<file path="src/rtl/mips_fetch_pkg.sv">
// rtl/mips_fetch_pkg.sv - shared types and constants for the MIPS instruction-fetch unit
package mips_fetch_pkg;

  localparam int INSTR_W = 32;
  localparam int PC_STEP = 4;
  localparam int PC_W    = 32;

  typedef enum logic [1:0] {
    ST_IDLE  = 2'd0,
    ST_FETCH = 2'd1,
    ST_DRAIN = 2'd2,
    ST_DONE  = 2'd3
  } fetch_state_e;

  // pc is held at full word width; the fetch unit uses only its low ADDR_W bits
  typedef struct packed {
    logic [INSTR_W-1:0] instr;
    logic [PC_W-1:0]    pc;
  } q_entry_t;

endpackage

</file>
<file path="src/rtl/fetch_queue.sv">
// rtl/fetch_queue.sv - 2-entry FIFO of fetched {instr, pc} entries with flush
module fetch_queue
  import mips_fetch_pkg::*;
(
  input  logic       clk,
  input  logic       rst,
  input  logic       push,
  input  q_entry_t   push_data,
  input  logic       pop,
  input  logic       flush,
  output q_entry_t   head,
  output logic [1:0] count
);

  q_entry_t   slot0_q, slot0_d;
  q_entry_t   slot1_q, slot1_d;
  logic [1:0] count_q, count_d;
  logic       do_pop, do_push;
  logic [1:0] level;

  always_comb begin
    slot0_d = slot0_q;
    slot1_d = slot1_q;
    count_d = count_q;
    do_pop  = pop && (count_q != 2'd0);
    do_push = push && ((count_q != 2'd2) || do_pop);
    level   = count_q - {1'b0, do_pop};
    if (flush) begin
      count_d = 2'd0;
    end else begin
      // slot0 is always the head; a pop shifts slot1 down before the push lands
      if (do_pop) slot0_d = slot1_q;
      if (do_push) begin
        if (level == 2'd0) slot0_d = push_data;
        else               slot1_d = push_data;
      end
      count_d = count_q + {1'b0, do_push} - {1'b0, do_pop};
    end
  end

  always_ff @(posedge clk or posedge rst) begin
    if (rst) begin
      slot0_q <= '0;
      slot1_q <= '0;
      count_q <= 2'd0;
    end else begin
      slot0_q <= slot0_d;
      slot1_q <= slot1_d;
      count_q <= count_d;
    end
  end

  assign head  = slot0_q;
  assign count = count_q;

endmodule

</file>
<file path="src/rtl/mips_fetch_unit.sv">
// rtl/mips_fetch_unit.sv - MIPS instruction fetch with 2-deep queue and redirect; FETCH_PERF_EN adds perf counters
module mips_fetch_unit
  import mips_fetch_pkg::*;
#(
  parameter int ADDR_W     = 17,
  parameter int PROG_BYTES = 284,
  parameter int RESET_PC   = 0
) (
  input  logic               clk,
  input  logic               rst,
  input  logic               start,
  output logic               memread,
  output logic               memwrite,
  output logic [ADDR_W-1:0]  address,
  output logic [INSTR_W-1:0] mem_wdata,
  input  logic [INSTR_W-1:0] mem_rdata,
  output logic [INSTR_W-1:0] instr,
  output logic [ADDR_W-1:0]  instr_pc,
  output logic               instr_valid,
  input  logic               instr_ready,
  input  logic               redirect_valid,
  input  logic [ADDR_W-1:0]  redirect_pc,
  output logic               misalign_err,
  output logic               done
`ifdef FETCH_PERF_EN
  ,
  output logic [31:0]        fetch_cnt,
  output logic [31:0]        stall_cnt
`endif
);

  localparam logic [ADDR_W-1:0] PROG_END = ADDR_W'(PROG_BYTES);
  localparam logic [ADDR_W-1:0] RST_PC   = ADDR_W'(RESET_PC);
  localparam logic [ADDR_W-1:0] STEP     = ADDR_W'(PC_STEP);

  fetch_state_e      state_q, state_d;
  logic [ADDR_W-1:0] pc_q, pc_d;
  logic              misalign_q, misalign_d;
  logic [ADDR_W-1:0] redirect_aligned;
  logic              redirect_go, start_go;
  logic              push, pop, flush;
  logic [1:0]        count;
  q_entry_t          push_entry, head;
  logic              unused_pc_hi;

  fetch_queue u_queue (
    .clk       (clk),
    .rst       (rst),
    .push      (push),
    .push_data (push_entry),
    .pop       (pop),
    .flush     (flush),
    .head      (head),
    .count     (count)
  );

  always_comb begin
    redirect_aligned = {redirect_pc[ADDR_W-1:2], 2'b00};
    redirect_go      = redirect_valid && (state_q != ST_IDLE);
    start_go         = start && !redirect_go && ((state_q == ST_IDLE) || (state_q == ST_DONE));
    // a full queue blocks fetch even when popping, so ready never reaches memread
    memread          = (state_q == ST_FETCH) && (count != 2'd2) && (pc_q < PROG_END) && !redirect_valid;
    address          = memread ? pc_q : '0;
    instr_valid      = ((state_q == ST_FETCH) || (state_q == ST_DRAIN)) && (count != 2'd0);
    push             = memread;
    pop              = instr_valid && instr_ready && !redirect_go;
    flush            = redirect_go || start_go;
    push_entry.instr = mem_rdata;
    push_entry.pc    = PC_W'(pc_q);
    done             = (state_q == ST_DONE);
  end

  always_comb begin
    state_d    = state_q;
    pc_d       = pc_q;
    misalign_d = misalign_q;
    if (redirect_go) begin
      pc_d    = redirect_aligned;
      state_d = (redirect_aligned < PROG_END) ? ST_FETCH : ST_DRAIN;
      if (redirect_pc[1:0] != 2'b00) misalign_d = 1'b1;
    end else if (start_go) begin
      pc_d    = RST_PC;
      state_d = ST_FETCH;
    end else begin
      case (state_q)
        ST_FETCH: begin
          if (memread) pc_d = pc_q + STEP;
          if (pc_q >= PROG_END) state_d = ST_DRAIN;
        end
        ST_DRAIN: begin
          if (count == 2'd0) state_d = ST_DONE;
        end
        default: ;
      endcase
    end
  end

  always_ff @(posedge clk or posedge rst) begin
    if (rst) begin
      state_q    <= ST_IDLE;
      pc_q       <= RST_PC;
      misalign_q <= 1'b0;
    end else begin
      state_q    <= state_d;
      pc_q       <= pc_d;
      misalign_q <= misalign_d;
    end
  end

  assign memwrite     = 1'b0;
  assign mem_wdata    = '0;
  assign instr        = head.instr;
  assign instr_pc     = head.pc[ADDR_W-1:0];
  assign misalign_err = misalign_q;
  assign unused_pc_hi = ^head.pc[PC_W-1:ADDR_W];

`ifdef FETCH_PERF_EN
  logic [31:0] fetch_cnt_q, fetch_cnt_d;
  logic [31:0] stall_cnt_q, stall_cnt_d;

  always_comb begin
    fetch_cnt_d = fetch_cnt_q;
    stall_cnt_d = stall_cnt_q;
    if (start_go) begin
      fetch_cnt_d = '0;
      stall_cnt_d = '0;
    end else begin
      if (push && (fetch_cnt_q != '1)) fetch_cnt_d = fetch_cnt_q + 32'd1;
      if (instr_valid && !instr_ready && (stall_cnt_q != '1)) stall_cnt_d = stall_cnt_q + 32'd1;
    end
  end

  always_ff @(posedge clk or posedge rst) begin
    if (rst) begin
      fetch_cnt_q <= '0;
      stall_cnt_q <= '0;
    end else begin
      fetch_cnt_q <= fetch_cnt_d;
      stall_cnt_q <= stall_cnt_d;
    end
  end

  assign fetch_cnt = fetch_cnt_q;
  assign stall_cnt = stall_cnt_q;
`endif

endmodule
</file>
<file path="config.mk">
export PLATFORM = sky130hd
export DESIGN_NAME = mips_fetch_unit
export DESIGN_NICKNAME = d
export VERILOG_FILES = /design/src/rtl/mips_fetch_pkg.sv /design/src/rtl/fetch_queue.sv /design/src/rtl/mips_fetch_unit.sv
export SDC_FILE = /design/constraint.sdc
export NUM_CORES = 1
export LEC_CHECK = 0
export ABC_AREA = 1
export CORE_ASPECT_RATIO = 0.7
export CORE_UTILIZATION = 45
export DETAILED_ROUTE_END_ITERATION = 10
export GPL_ROUTABILITY_DRIVEN = 0
export GPL_TIMING_DRIVEN = 0
export PLACE_DENSITY_LB_ADDON = 0.15
export SKIP_CTS_REPAIR_TIMING = 1
export SYNTH_ARGS = -nofsm -noshare
export SYNTH_HDL_FRONTEND = slang
export SYNTH_SLANG_ARGS = --single-unit
</file>
<file path="constraint.sdc">
create_clock -name clk -period 8.3 [get_ports clk]
set_input_delay 1.66 -clock clk [delete_from_list [all_inputs] [get_ports clk]]
set_output_delay 1.66 -clock clk [all_outputs]
set_load 0.02 [all_outputs]
</file>
==> metrics.md <==
| Metric | Value |
|---|---|
| Max-slew violations | `0` |
| Final Hold Fails | `0` |
| R2R cell count | `18` |
| Worst-Skew Late Latency | `slightly above 0.4 ns` |
| First-pass GRT wire length | `26400 µm` |
| Gr usage total | `23.9%` |
| CP Class | `primary input to output port` |
| Drt drc | `0` |
| Fmax | `186 MHz` |
| RSZ-0062 raised after global routing | `no` |
| Boundary Pins | `157` |
| Worst Skew | `0.00917 ns` |
| Via/cell ratio | `4.55` |
| Die Wd | `143 µm` |
| #FFs+latches synth | `116` |
| Initial DRC count | `289` |
| PwrDens | `278 mW/mm²` |
| Root buf cell | `clkbuf_16` |
| CTS clk-pin slew, worst paths | `approximately 0.050 ns` |
| Post-synth top area share | `46.3%` |
| Share of layout cells above drive strength 1 | `11.9%` |
| Fin cells | `1207` |
| Synthesized area | `0.00627 mm²` |
| Std cell rows | `35` |
| Final setup viols | `0` |
| Avg Inst Size Synth | `7.51 µm²` |
| Xor-xnor portion of the synthesized cell area | `less than 1%` |
| Layout area overhead | `34.8%` |
| Max_slew headroom | `57.1%` |
| Finished layout cell area | `about 0.0084 mm²` |
| Placed Cells incl. Taps | `1175` |
| Max_cap viols | `0` |
| Reg2Reg Setup Slack | `around 5 ns` |
| Die area | `0.0144 mm²` |
| Crit-path max cell delay | `0.60 ns` |
| Total power | `roughly 2.3 mW` |
| Ranking of synthesized cells by area | `dfrtp_1 46%, nand2_1 14%, inv_1 8.9%` |
| Antenna cells | `0` |
| RR Endpoint | `u_queue.head[48]` |
| Commonest non-fill, non-tap cell in the layout | `nand2_1` |
| Min cycle time layout | `5.37 ns` |
| Reg2reg start | `state_q[0]` |
| Dpl ws | `2.92 ns` |
| Dpl hpwl | `11200 µm` |
| Crit. Startpoint | `redirect_valid` |
| Starting Density | `around 47%` |
| Outcome | `finished clean` |
| Vias in the first global route | `5244` |
| CP bufs+invs | `5` |
| Cell family with most CP delay | `buffers and inverters` |
| Yosys warns | `0` |
| TNS Setup | `0 ns` |
| Most frequent cells in the layout | `240 x nand2_1, 147 x inv_1, 116 x dfrtp_1` |
| Adder-cell share of the synthesized area | `1.60%` |
| CTS Buf Count | `17` |
| Max Root-Sink Buffers | `2` |
| H-tree levels | `4` |
| Main combinational cell family by area after synthesis | `simple AND/OR/NAND/NOR gates` |
| VDD IR max | `0.181 mV` |
| Final worst-path setup slack | `2.93 ns` |
| Multiplexer share of the synthesized area | `0%` |
| Count of antenna-violating nets left after detailed routing | `0` |
| CP Capture Point | `address[8]` |
| WP data required | `roughly 6.6 ns` |
| CP most frequent cell | `clkdlybuf4s50_1` |
| CP Cell Sequence | `clkdlybuf4s50_1 -> a21oi_1 -> inv_2 -> nor2_8 -> buf_2 -> nand2_1 -> inv_1 -> clkdlybuf4s50_1` |
| Critical-path top delay cell | `clkdlybuf4s50_1` |
| Library cells used by synthesis | `36` |
| Final Cycle Share | `64.6%` |
| Placeable core area | `0.0134 mm²` |
| Largest net degree at the start of global routing | `82` |
| Post-layout util | `63.2%` |
| Worst setup SP type | `primary input` |
| Routed via count | `between 5000 and 6000` |
| Crit. End Element | `output port` |
| Clock sinks | `116` |
| Simple-gate share of the synthesized area | `26.6%` |
| Post-synthesis compound-gate area fraction | `6.87%` |
| Post-Place Cell Area | `between 0.007 and 0.008 mm²` |
| Final hold slack | `0.470 ns` |
| Mapped Cells | `834` |
| Die height | `about 100 µm` |
| IO Port Bufs | `113` |
| Drt total wl | `15900 µm` |
| Initial antenna violation count | `0` |
| Total congestion overflow | `0` |
| Routed WL per cell | `13.1 µm` |
| Leakage Power | `4.53 nW` |
| DRT Pass-1 Iters | `5` |
| Critical Path Fanout Max | `10` |
| Worst-Margin Slew | `0.644 ns` |
| Final nets | `1071` |
| Critical path arrival | `3.71 ns` |
| Post-synthesis sequential area ratio | `46.3%` |
| Yosys top cell by area | `dfrtp_1` |
| Hold Path Class | `flop to flop` |
| CTS tree | `done` |
| Stages on worst setup path | `8` |
==> metal layers <==
metal	up-vias	GRT usage, %	routed length (µm)
li1	2797	-	-
met1	2529	35.2	8000
met2	154	35.5	6820
met3	17	4.80	835
met4	0	6.78	194
met5	-	0	0
==> worst min path at each step <==
| stage | start | endpoint | slack (ns) | cells past startpoint |
|---|---|---|---|---|
| finish | misalign_err | misalign_err | 0.47 | 1 |
| global route | u_queue.slot1_q[45] | u_queue.slot1_q[45] | 0.49 | 2 |
| CTS | misalign_err | misalign_err | 0.48 | 1 |
| detailed placement | u_queue.slot1_q[44] | u_queue.slot1_q[44] | 0.46 | 2 |
| global placement | u_queue.slot1_q[43] | u_queue.slot1_q[43] | 0.46 | 2 |
| floorplan | u_queue.slot1_q[41] | u_queue.slot1_q[41] | 0.44 | 2 |
==> synthesized netlist by cell type (all sizes together) <==
library cell and n:
a31o 1, nor2 34, nor3 3, a22o 1, nand3 91, nand3b 1
nand4 4, xor2 1, o22ai 2, clkbuf 13, or2 13, nand2 242
o21ai 52, xnor2 1, a31oi 1, a21oi 20, buf 68, conb 1
o31ai 1, inv 157, o21bai 1, dfrtp 116, ha 8, a21boi 2
==> state kept, by name, indices dropped and copies added, names as in the netlist <==
| register | cells |
|---|---|
| misalign_err | 1 |
| pc_q | 15 |
| state_q | 2 |
| u_queue.count | 2 |
| u_queue.head | 49 |
| u_queue.slot1_q | 47 |
==> report_power, final <==
| group | internal [mW] | total, mW | leakage, nW | switching (mW) |
|---|---|---|---|---|
| Combinational | 0.307 | 0.774 | 2.96 | 0.466 |
| Sequential | 0.702 | 0.795 | 1.26 | 0.0931 |
| Clock | 0.523 | 0.779 | 0.310 | 0.256 |
| Total | 1.53 | 2.35 | 4.53 | 0.815 |
==> worst register-to-register path: stages (launching register included) <==
cell     delay, ns
dfrtp_1       0.41
inv_1         0.09
ha_1          0.31
inv_1         0.08
a21oi_2       0.17
nand3_1       0.20
inv_2         0.19
buf_2         0.27
ha_1          0.28
nand2_1       0.10
inv_1         0.12
nand4_1       0.23
nand2_1       0.14
nand2_1       0.11
buf_4         0.21
buf_6         0.17
nand2_1       0.06
nand2_1       0.06
inv_1         0.04
==> cell families (layout without fill, tap and decap cells) <==
logic type      after synthesis  count (layout)
flops                       116             116
simple gates                388             388
other cells                   1              43
compound gates               81              81
xor+xnor                      2               2
buf+inv                     238             384
fa+ha+maj                     8               8
==> final cells by class <==
class / instances / area (µm²)
Sequential cell: 116 / 2900
Tap cell: 185 / 231
Clock inverter: 10 / 153
Fill cell: 1191 / 4910
Multi-Input combinational cell: 522 / 2370
Buffer: 81 / 559
Timing Repair Buffer: 114 / 1160
Inverter: 157 / 594
Clock buffer: 22 / 474
Note: power is estimated with default switching activity, not from simulation.
